==> config.mk <==
export PLATFORM = sky130hd
export DESIGN_NAME = prog_loader
export DESIGN_NICKNAME = d
export VERILOG_FILES = /design/src/rtl/prog_loader_pkg.sv /design/src/rtl/sync_bit.sv /design/src/rtl/prog_loader.sv
export SDC_FILE = /design/constraint.sdc
export NUM_CORES = 1
export LEC_CHECK = 0
export ABC_AREA = 1
export BUFFER_PORTS_ARGS = -buffer_cell sky130_fd_sc_hd__buf_2
export CAP_MARGIN = 30
export CORE_MARGIN = 5
export CORE_UTILIZATION = 25
export DETAILED_ROUTE_END_ITERATION = 6
export GPL_TIMING_DRIVEN = 1
export HOLD_SLACK_MARGIN = 0.05
export MAX_ROUTING_LAYER = met4
export PLACE_DENSITY_LB_ADDON = 0.25
export SETUP_SLACK_MARGIN = 0.5
export SLEW_MARGIN = 20
export SYNTH_ARGS = -nofsm -noshare
export SYNTH_HDL_FRONTEND = slang
export SYNTH_SLANG_ARGS = --single-unit
==> constraint.sdc <==
create_clock -name clk -period 2.25 [get_ports clk]
set_clock_uncertainty 0.05 [all_clocks]
set_input_delay 0.1125 -clock clk [delete_from_list [all_inputs] [get_ports clk]]
set_output_delay 0.1125 -clock clk [all_outputs]
set_load 0.005 [all_outputs]
==> src/rtl/prog_loader_pkg.sv <==
// Shared types and defaults for the serial-loadable program store.
// Default geometry matches the 4-bit accumulator core (16 x 8-bit instructions).
package prog_loader_pkg;

  typedef enum logic [1:0] {
    IDLE,
    LOAD,
    RUN
  } state_e;

  localparam int DEF_DEPTH = 16;
  localparam int DEF_AW    = 4;
  localparam int DEF_DW    = 8;
  localparam int DEF_NSYNC = 2;

  localparam logic [7:0] NOP_INSTR = 8'h00;

endpackage

==> src/rtl/sync_bit.sv <==
// Multi-flop synchronizer for one asynchronous load-port pin.
// RST_VAL lets the frame select come out of reset at its idle-high level.
module sync_bit #(
  parameter int   NSYNC   = 2,
  parameter logic RST_VAL = 1'b0
) (
  input  logic clk,
  input  logic rst,
  input  logic d_i,
  output logic q_o
);

  logic [NSYNC-1:0] sync_q;

  always_ff @(posedge clk) begin
    if (rst) begin
      sync_q <= {NSYNC{RST_VAL}};
    end else begin
      sync_q <= {sync_q[NSYNC-2:0], d_i};
    end
  end

  assign q_o = sync_q[NSYNC-1];

endmodule

==> src/rtl/prog_loader.sv <==
// Loadable program store: receives a program over SCK/SDI/CSN, writes it to RAM,
// and serves instructions to the core once a complete, non-empty program is present.
module prog_loader
  import prog_loader_pkg::*;
#(
  parameter int DEPTH = DEF_DEPTH,
  parameter int AW    = DEF_AW,
  parameter int DW    = DEF_DW,
  parameter int NSYNC = DEF_NSYNC
) (
  input  logic          clk,
  input  logic          rst,
  input  logic          ld_sck,
  input  logic          ld_sdi,
  input  logic          ld_csn,
  input  logic [AW-1:0] fetch_addr,
  output logic [DW-1:0] fetch_instr,
  output logic          run,
  output logic [AW-1:0] last_addr,
  output logic          busy,
  output logic          err
);

  logic sckSync, sdiSync, csnSync;
  logic sckPrev_q, csnPrev_q;
  logic sckRise, csnFall, csnRise;

  sync_bit #(.NSYNC(NSYNC), .RST_VAL(1'b0)) u_sync_sck (
    .clk(clk), .rst(rst), .d_i(ld_sck), .q_o(sckSync));
  sync_bit #(.NSYNC(NSYNC), .RST_VAL(1'b0)) u_sync_sdi (
    .clk(clk), .rst(rst), .d_i(ld_sdi), .q_o(sdiSync));
  sync_bit #(.NSYNC(NSYNC), .RST_VAL(1'b1)) u_sync_csn (
    .clk(clk), .rst(rst), .d_i(ld_csn), .q_o(csnSync));

  assign sckRise = sckSync & ~sckPrev_q;
  assign csnFall = ~csnSync & csnPrev_q;
  assign csnRise = csnSync & ~csnPrev_q;

  state_e        state_q, state_d;
  logic          run_q, run_d;
  logic          busy_q, busy_d;
  logic          err_q, err_d;
  logic [AW-1:0] lastAddr_q, lastAddr_d;
  logic [AW:0]   wptr_q, wptr_d;
  logic [2:0]    bitcnt_q, bitcnt_d;
  logic [DW-2:0] shreg_q, shreg_d;
  logic [DW-1:0] newByte;
  logic          memWe;

  logic [DW-1:0] mem [DEPTH];

  assign newByte = {shreg_q, sdiSync};

  always_ff @(posedge clk) begin
    if (rst) begin
      state_q    <= IDLE;
      run_q      <= 1'b0;
      busy_q     <= 1'b0;
      err_q      <= 1'b0;
      lastAddr_q <= '0;
      wptr_q     <= '0;
      bitcnt_q   <= '0;
      shreg_q    <= '0;
      sckPrev_q  <= 1'b0;
      csnPrev_q  <= 1'b1;
    end else begin
      state_q    <= state_d;
      run_q      <= run_d;
      busy_q     <= busy_d;
      err_q      <= err_d;
      lastAddr_q <= lastAddr_d;
      wptr_q     <= wptr_d;
      bitcnt_q   <= bitcnt_d;
      shreg_q    <= shreg_d;
      sckPrev_q  <= sckSync;
      csnPrev_q  <= csnSync;
    end
  end

  // In LOAD the sck edge is applied before a coinciding csn rise, so a byte
  // finishing on the closing edge is still counted in last_addr.
  always_comb begin
    state_d    = state_q;
    run_d      = run_q;
    busy_d     = busy_q;
    err_d      = err_q;
    lastAddr_d = lastAddr_q;
    wptr_d     = wptr_q;
    bitcnt_d   = bitcnt_q;
    shreg_d    = shreg_q;
    memWe      = 1'b0;

    case (state_q)
      IDLE, RUN: begin
        if (csnFall) begin
          state_d  = LOAD;
          run_d    = 1'b0;
          busy_d   = 1'b1;
          err_d    = 1'b0;
          wptr_d   = '0;
          bitcnt_d = '0;
        end
      end
      LOAD: begin
        if (sckRise) begin
          shreg_d  = newByte[DW-2:0];
          bitcnt_d = bitcnt_q + 3'd1;
          if (bitcnt_q == 3'd7) begin
            if (wptr_q == (AW+1)'(DEPTH)) begin
              err_d = 1'b1;
            end else begin
              memWe  = 1'b1;
              wptr_d = wptr_q + (AW+1)'(1);
            end
          end
        end
        if (csnRise) begin
          busy_d = 1'b0;
          if (bitcnt_d != 3'd0) begin
            err_d = 1'b1;
          end
          if (wptr_d == '0) begin
            state_d = IDLE;
            run_d   = 1'b0;
          end else begin
            state_d    = RUN;
            run_d      = 1'b1;
            lastAddr_d = AW'(wptr_d - (AW+1)'(1));
          end
        end
      end
      default: state_d = IDLE;
    endcase
  end

  always_ff @(posedge clk) begin
    if (memWe) begin
      mem[wptr_q[AW-1:0]] <= newByte;
    end
  end

  assign fetch_instr = run_q ? mem[fetch_addr] : DW'(NOP_INSTR);
  assign run         = run_q;
  assign busy        = busy_q;
  assign err         = err_q;
  assign last_addr   = lastAddr_q;

endmodule
# == Word level (Yosys, flattened, before mapping) ==
# Memories as Yosys holds them, arrays and structs flattened.
# Index checks and enable logic that the tools add are counted.
# op_classes
bitwise_logic,7
magnitude_cmp,0
div,0
n_addsub,3
eq_ne,6
muxes,34
shifts,0
reduce_logical,10
mul,0
# op_table
op,n
5-bit 2-to-1 mux,5
1-bit 2-to-1 mux,16
5-bit one-hot mux with 2 select lines,1
3-bit 2-to-1 mux,3
8-bit 2-to-1 mux,1
2-bit 2-to-1 mux,3
1-bit one-hot mux with 2 select lines,3
3-bit one-hot mux with 2 select lines,1
2-bit AND reduction,3
3-bit AND reduction,2
"5-bit by 1-bit adder with 5-bit output, second input constant",1
"5-bit == test, second input constant",1
5-bit logical NOT,1
"2-bit != test, second input constant",2
1-bit inverter,4
2-bit one-hot mux with 2 select lines,1
"4-bit by 1-bit subtractor with 4-bit output, second input constant",1
"3-bit by 1-bit adder with 3-bit output, second input constant",1
1-bit AND,3
"3-bit == test, second input constant",1
3-bit nonzero test,1
"2-bit by 1-bit == test with 1-bit output, second input constant",1
"2-bit == test, second input constant",1
2-bit logical NOT,1
2 further kinds,2
# totals
elab_cells,74
output_inout_bits,15
register_bits,32
n_memories,1
latchBits,0
inputBits,9
ram_bits,128
mem_bits_ro,0
# memory_table
name,words,width,rd,rd_clocked_by_memory_dff,wr,line_no,text
mem,16,8,1,0,1,prog_loader.sv:50,logic [DW-1:0] mem [DEPTH];

# == Depth between registers and ports, before layout ==
# depth
depth_word,9
depth_mapped,15
depth_no_buf,15

# == Hierarchy ==
# A second synthesis with hierarchy kept.
# hier_totals
hier_cells,573
area_unflattened_um2,6497.5
# modules_own_cells
mod,area_each_um2,cells_per_inst,instances,seq_area_each_um2
prog_loader,6328.6,554,1,4364.2
sync_bit (u_sync_sck ...),55.1,6,2,40.0
sync_bit (u_sync_csn),58.8,7,1,40.0

# == Least setup slack after synthesis ==
# Ideal clock, no wire load.
# synth_timing
kind,flip-flop to flip-flop
startpoint,reg bitcnt_q[0]
endpoint,"mem mem[0][0] (netlist name), enable pin"
required_ps,1830
stages_incl_launch_ff,9
synth_period_minus_slack_ps,2100
arrival_ps,1679
setup_time_ps,370
path_buffers,0
path_slack_ps,150
cell_sequence,dfxtp_1 > ha_1 > ha_1 > inv_1 > nor2_4 > nand2_1 > nor2_1 > nand2_1 > nor2_1
# synth_via
elab_chain_cells,6
# synth_rtl
item,line_no,text
"start, declared",prog_loader.sv:45,"logic [2:0] bitcnt_q, bitcnt_d;"
"start signal, assigned",prog_loader.sv:73,bitcnt_q <= bitcnt_d;
3-bit == test,prog_loader.sv:108,if (bitcnt_q == 3'd7) begin
1-bit 2-to-1 mux,prog_loader.sv:108,
1-bit 2-to-1 mux,prog_loader.sv:105,if (sckRise) begin
1-bit 2-to-1 mux,prog_loader.sv:93,case (state_q)
1-bit 2-to-1 mux,prog_loader.sv:137,if (memWe) begin
1-bit 2-to-1 mux (not written as such),prog_loader.sv:138,mem[wptr_q[AW-1:0]] <= newByte;
"end, declared",prog_loader.sv:50,
# No other way between the ends.

# == Final worst setup path ==
# layout_timing
startpoint,reg bitcnt_q[1]
endpoint,"mem mem[13][3] (netlist name), enable pin"
# Same word-level chain as after synthesis.

==> summary.txt <==
Layout area overhead - 26.3%
Pint - 4930 uW
Die height - 172 um
Critical Path Source Type - register
Peak VDD IR - 0.000465 V
Post-Synthesis Cells - 572
Nets - 633
CP required - 2290 ps
Rows - 59
Setup CP Type - register to register
Psw - 1430 uW
First-pass GRT wire length - 26100 um
Hold Startpoint - u_sync_sdi.sync_q[0]$_SDFF_PP0_
Worst-path fanout max - 8
N_diodes - 0
Syn nets - 588
Final setup vio count - 0
Detailed-route DRC error count - 0
Critical Path End Type - register
Period utilisation layout - 83.5%
Hold Worst Slack - 358 ps
CTS clk-pin slew, worst paths - 60 ps
Worst-Skew Late Latency - 420 ps
TritonCTS clock tree - done
Max-cap violation count - 0
Worst r2r src - bitcnt_q[1]$_SDFFE_PP0P_
Critical path launch point - bitcnt_q[1]$_SDFFE_PP0P_
Drt first pass iters - 4
I/O pin count - 24
H-Tree Depth - 4
Crit path DAT - 1920 ps
Yosys cell types - 33
Max frequency - 532 MHz
Die area - 29600 um2
Iter 0 DRT Violations - 215
Die X - 172 um
CTS sink cnt - 160
TritonCTS buffer count - 17
Main synth FF type - edfxtp_1
Synth Cell Area - 6560 um2
Detailed-route via count - 4368
Starting density of the core - 25.3%
Clock power share - 45.6%
Post-synth EDFFs - 128
Share of cells above drive strength 1 - 29.2%
Vias per cell - 4.53
Clock tree buffer depth - 2
Final Wtd Congestion - 0.837
Relative slew slack - 69.9%
Net Sw Frac - 22.4%
CTS root buffer - clkbuf_16
Seq pwr share - 49.9%
Yosys warns - 0
Leak - 0.00278 uW
Post-Syn Area per Cell - 11.5 um2
Seq cells post-synth - 160
TNS Setup - 0 ps
Combinational Power Share - 4.5%
Fin. max-slew vios - 0
Pin count of the biggest net entering global routing - 45
Congestion Overflow GR - 0
Initial antenna violation count - 0
Worst min path class - register to register
# port buffers - 23
Antenna Violating Nets Remaining - 0
Sequential element share of the synthesized area - 68.3%
GRT Resource Usage Total - 12.0%
Status - complete, no violations
RSZ-0062 raised after global routing - true
DPL Wire Length - 11100 um
Async set-or-reset flop fraction in the synthesized netlist - 0%
Routed Wire Length - 16500 um
Hold Vio Cnt, Final - 0
Power density over cell area - 767 nW/um2
Tightest Pin Transition - 450 ps
Vias in the first global route - 4527
CORE AREA - 26000 um2
DR WL/cell - 17.1 um
Tmin final - 1880 ps
cells in the mapped netlist, types with 2 or more instances:
cell type  count  area [um2]
dfxtp_1       32         641
nand3_1       11        55.1
nor2_1       121         454
o221ai_1      17         149
nand2_1       42         158
buf_2          5        25.0
nand2_2        5        31.3
edfxtp_1     128        3840
nand2_4        3        33.8
inv_2          7        26.3
nand3_2        2        20.0
ha_1           7        87.6
nor2_4         3        33.8
o211ai_1      16         120
clkbuf_2       4        20.0
nor2_2         2        12.5
o21ai_0       71         355
a21oi_1       16        80.1
or2_2          3        18.8
o22ai_1       14        87.6
nand4_1        4        25.0
o21ai_1        6        30.0
inv_1         28         105
clkbuf_1      15        56.3
a21oi_2        2        17.5
metrics by stage:
step	setup slack [ps]	std cells	power (uW)	util, %	instance area (um2)
after floorplan	490	572	3400	-	6760
after global placement	304	920	3480	28.2	7320
after detailed placement	265	920	3490	28.2	7320
after CTS	312	963	6400	31.4	8150
after global routing	269	965	6600	31.9	8290
final	372	965	6350	31.9	8290
worst max-delay path, stage by stage, from the launching register on:
cell     delay (ps)
dfxtp_2         350
ha_4            140
ha_4            140
inv_2            40
nor2_4          120
nand2_4          80
nor2_4          220
nand2_4         160
nor2_4          260
logic make-up (layout without fill, tap and decap cells):
logic type      Yosys count  in the layout  share of synthesized area (%)
fa+ha+maj                 7              7                           1.33
xor+xnor                  1              1                          0.133
compound gates          142            142                           12.8
flops                   160            160                           68.3
simple gates            199            199                           13.5
buf+inv                  63            121                           3.95
routing by layer:
layer	track usage (%)	part of all wire, %	up-vias
met5	-	0	-
met4	3.18	1.1	0
met3	2.45	4.0	16
met2	19.1	48	82
met1	15.7	46	2126
li1	-	-	2144
power by group through the flow:
stage	Clock [uW]	Sequential [uW]	Combinational (uW)
after floorplan	0	3240	152
after global placement	0	3240	244
after detailed placement	0	3240	245
after CTS	2960	3170	266
after global routing	3120	3170	309
final	2900	3170	283
registers in the layout, indices dropped and copies added, names as in the netlist:
| register | cells |
|---|---|
| mem | 128 |
| shreg_q | 7 |
| wptr_q | 5 |
| last_addr | 4 |
| bitcnt_q | 3 |
| state_q | 2 |
| u_sync_csn.sync_q | 2 |
| u_sync_sck.sync_q | 2 |
| u_sync_sdi.sync_q | 2 |
| busy | 1 |
| csnPrev_q | 1 |
| err | 1 |
| run | 1 |
| sckPrev_q | 1 |
layout by cell type (no fill, tap or decap), drive strengths merged, types with 16 or more instances in the layout:
master,count
edfxtp,128
nor2,127
o21ai,77
nand2,50
buf,48
inv,43
dfxtp,32
a21oi,18
clkbuf,17
o221ai,17
o211ai,16
repair_timing:
| action | 4_1_cts | 5_1_grt |
|---|---|---|
| hold buffers | 5 | 0 |
| endpoints found under the setup margin | 134 | 141 |
| gates resized for setup | 41 | 44 |
| endpoints found under the hold margin | 6 | 0 |
| pin swaps | 40 | 44 |
| setup buffers | 6 | 2 |
worst paths after layout:
path | end | slack (ps) | cells after the start
worst min register to register | u_sync_sdi.sync_q[1]$_SDFF_PP0_ | 360 | 2
worst max-delay path | mem[13][3]$_DFFE_PP_ | 370 | 8
worst max register to register | mem[13][3]$_DFFE_PP_ | 370 | 8
worst min-delay path | u_sync_sdi.sync_q[1]$_SDFF_PP0_ | 360 | 2
area by class of cell:
cell class | count | area (um2)
tap | 335 | 419
clock inverter | 15 | 171
multi-input combinational | 349 | 2230
timing repair buffer | 53 | 414
clock buffer | 17 | 425
fill | 2641 | 17700
inverter | 36 | 138
sequential | 160 | 4490
Power figures use the tool's default switching activity.
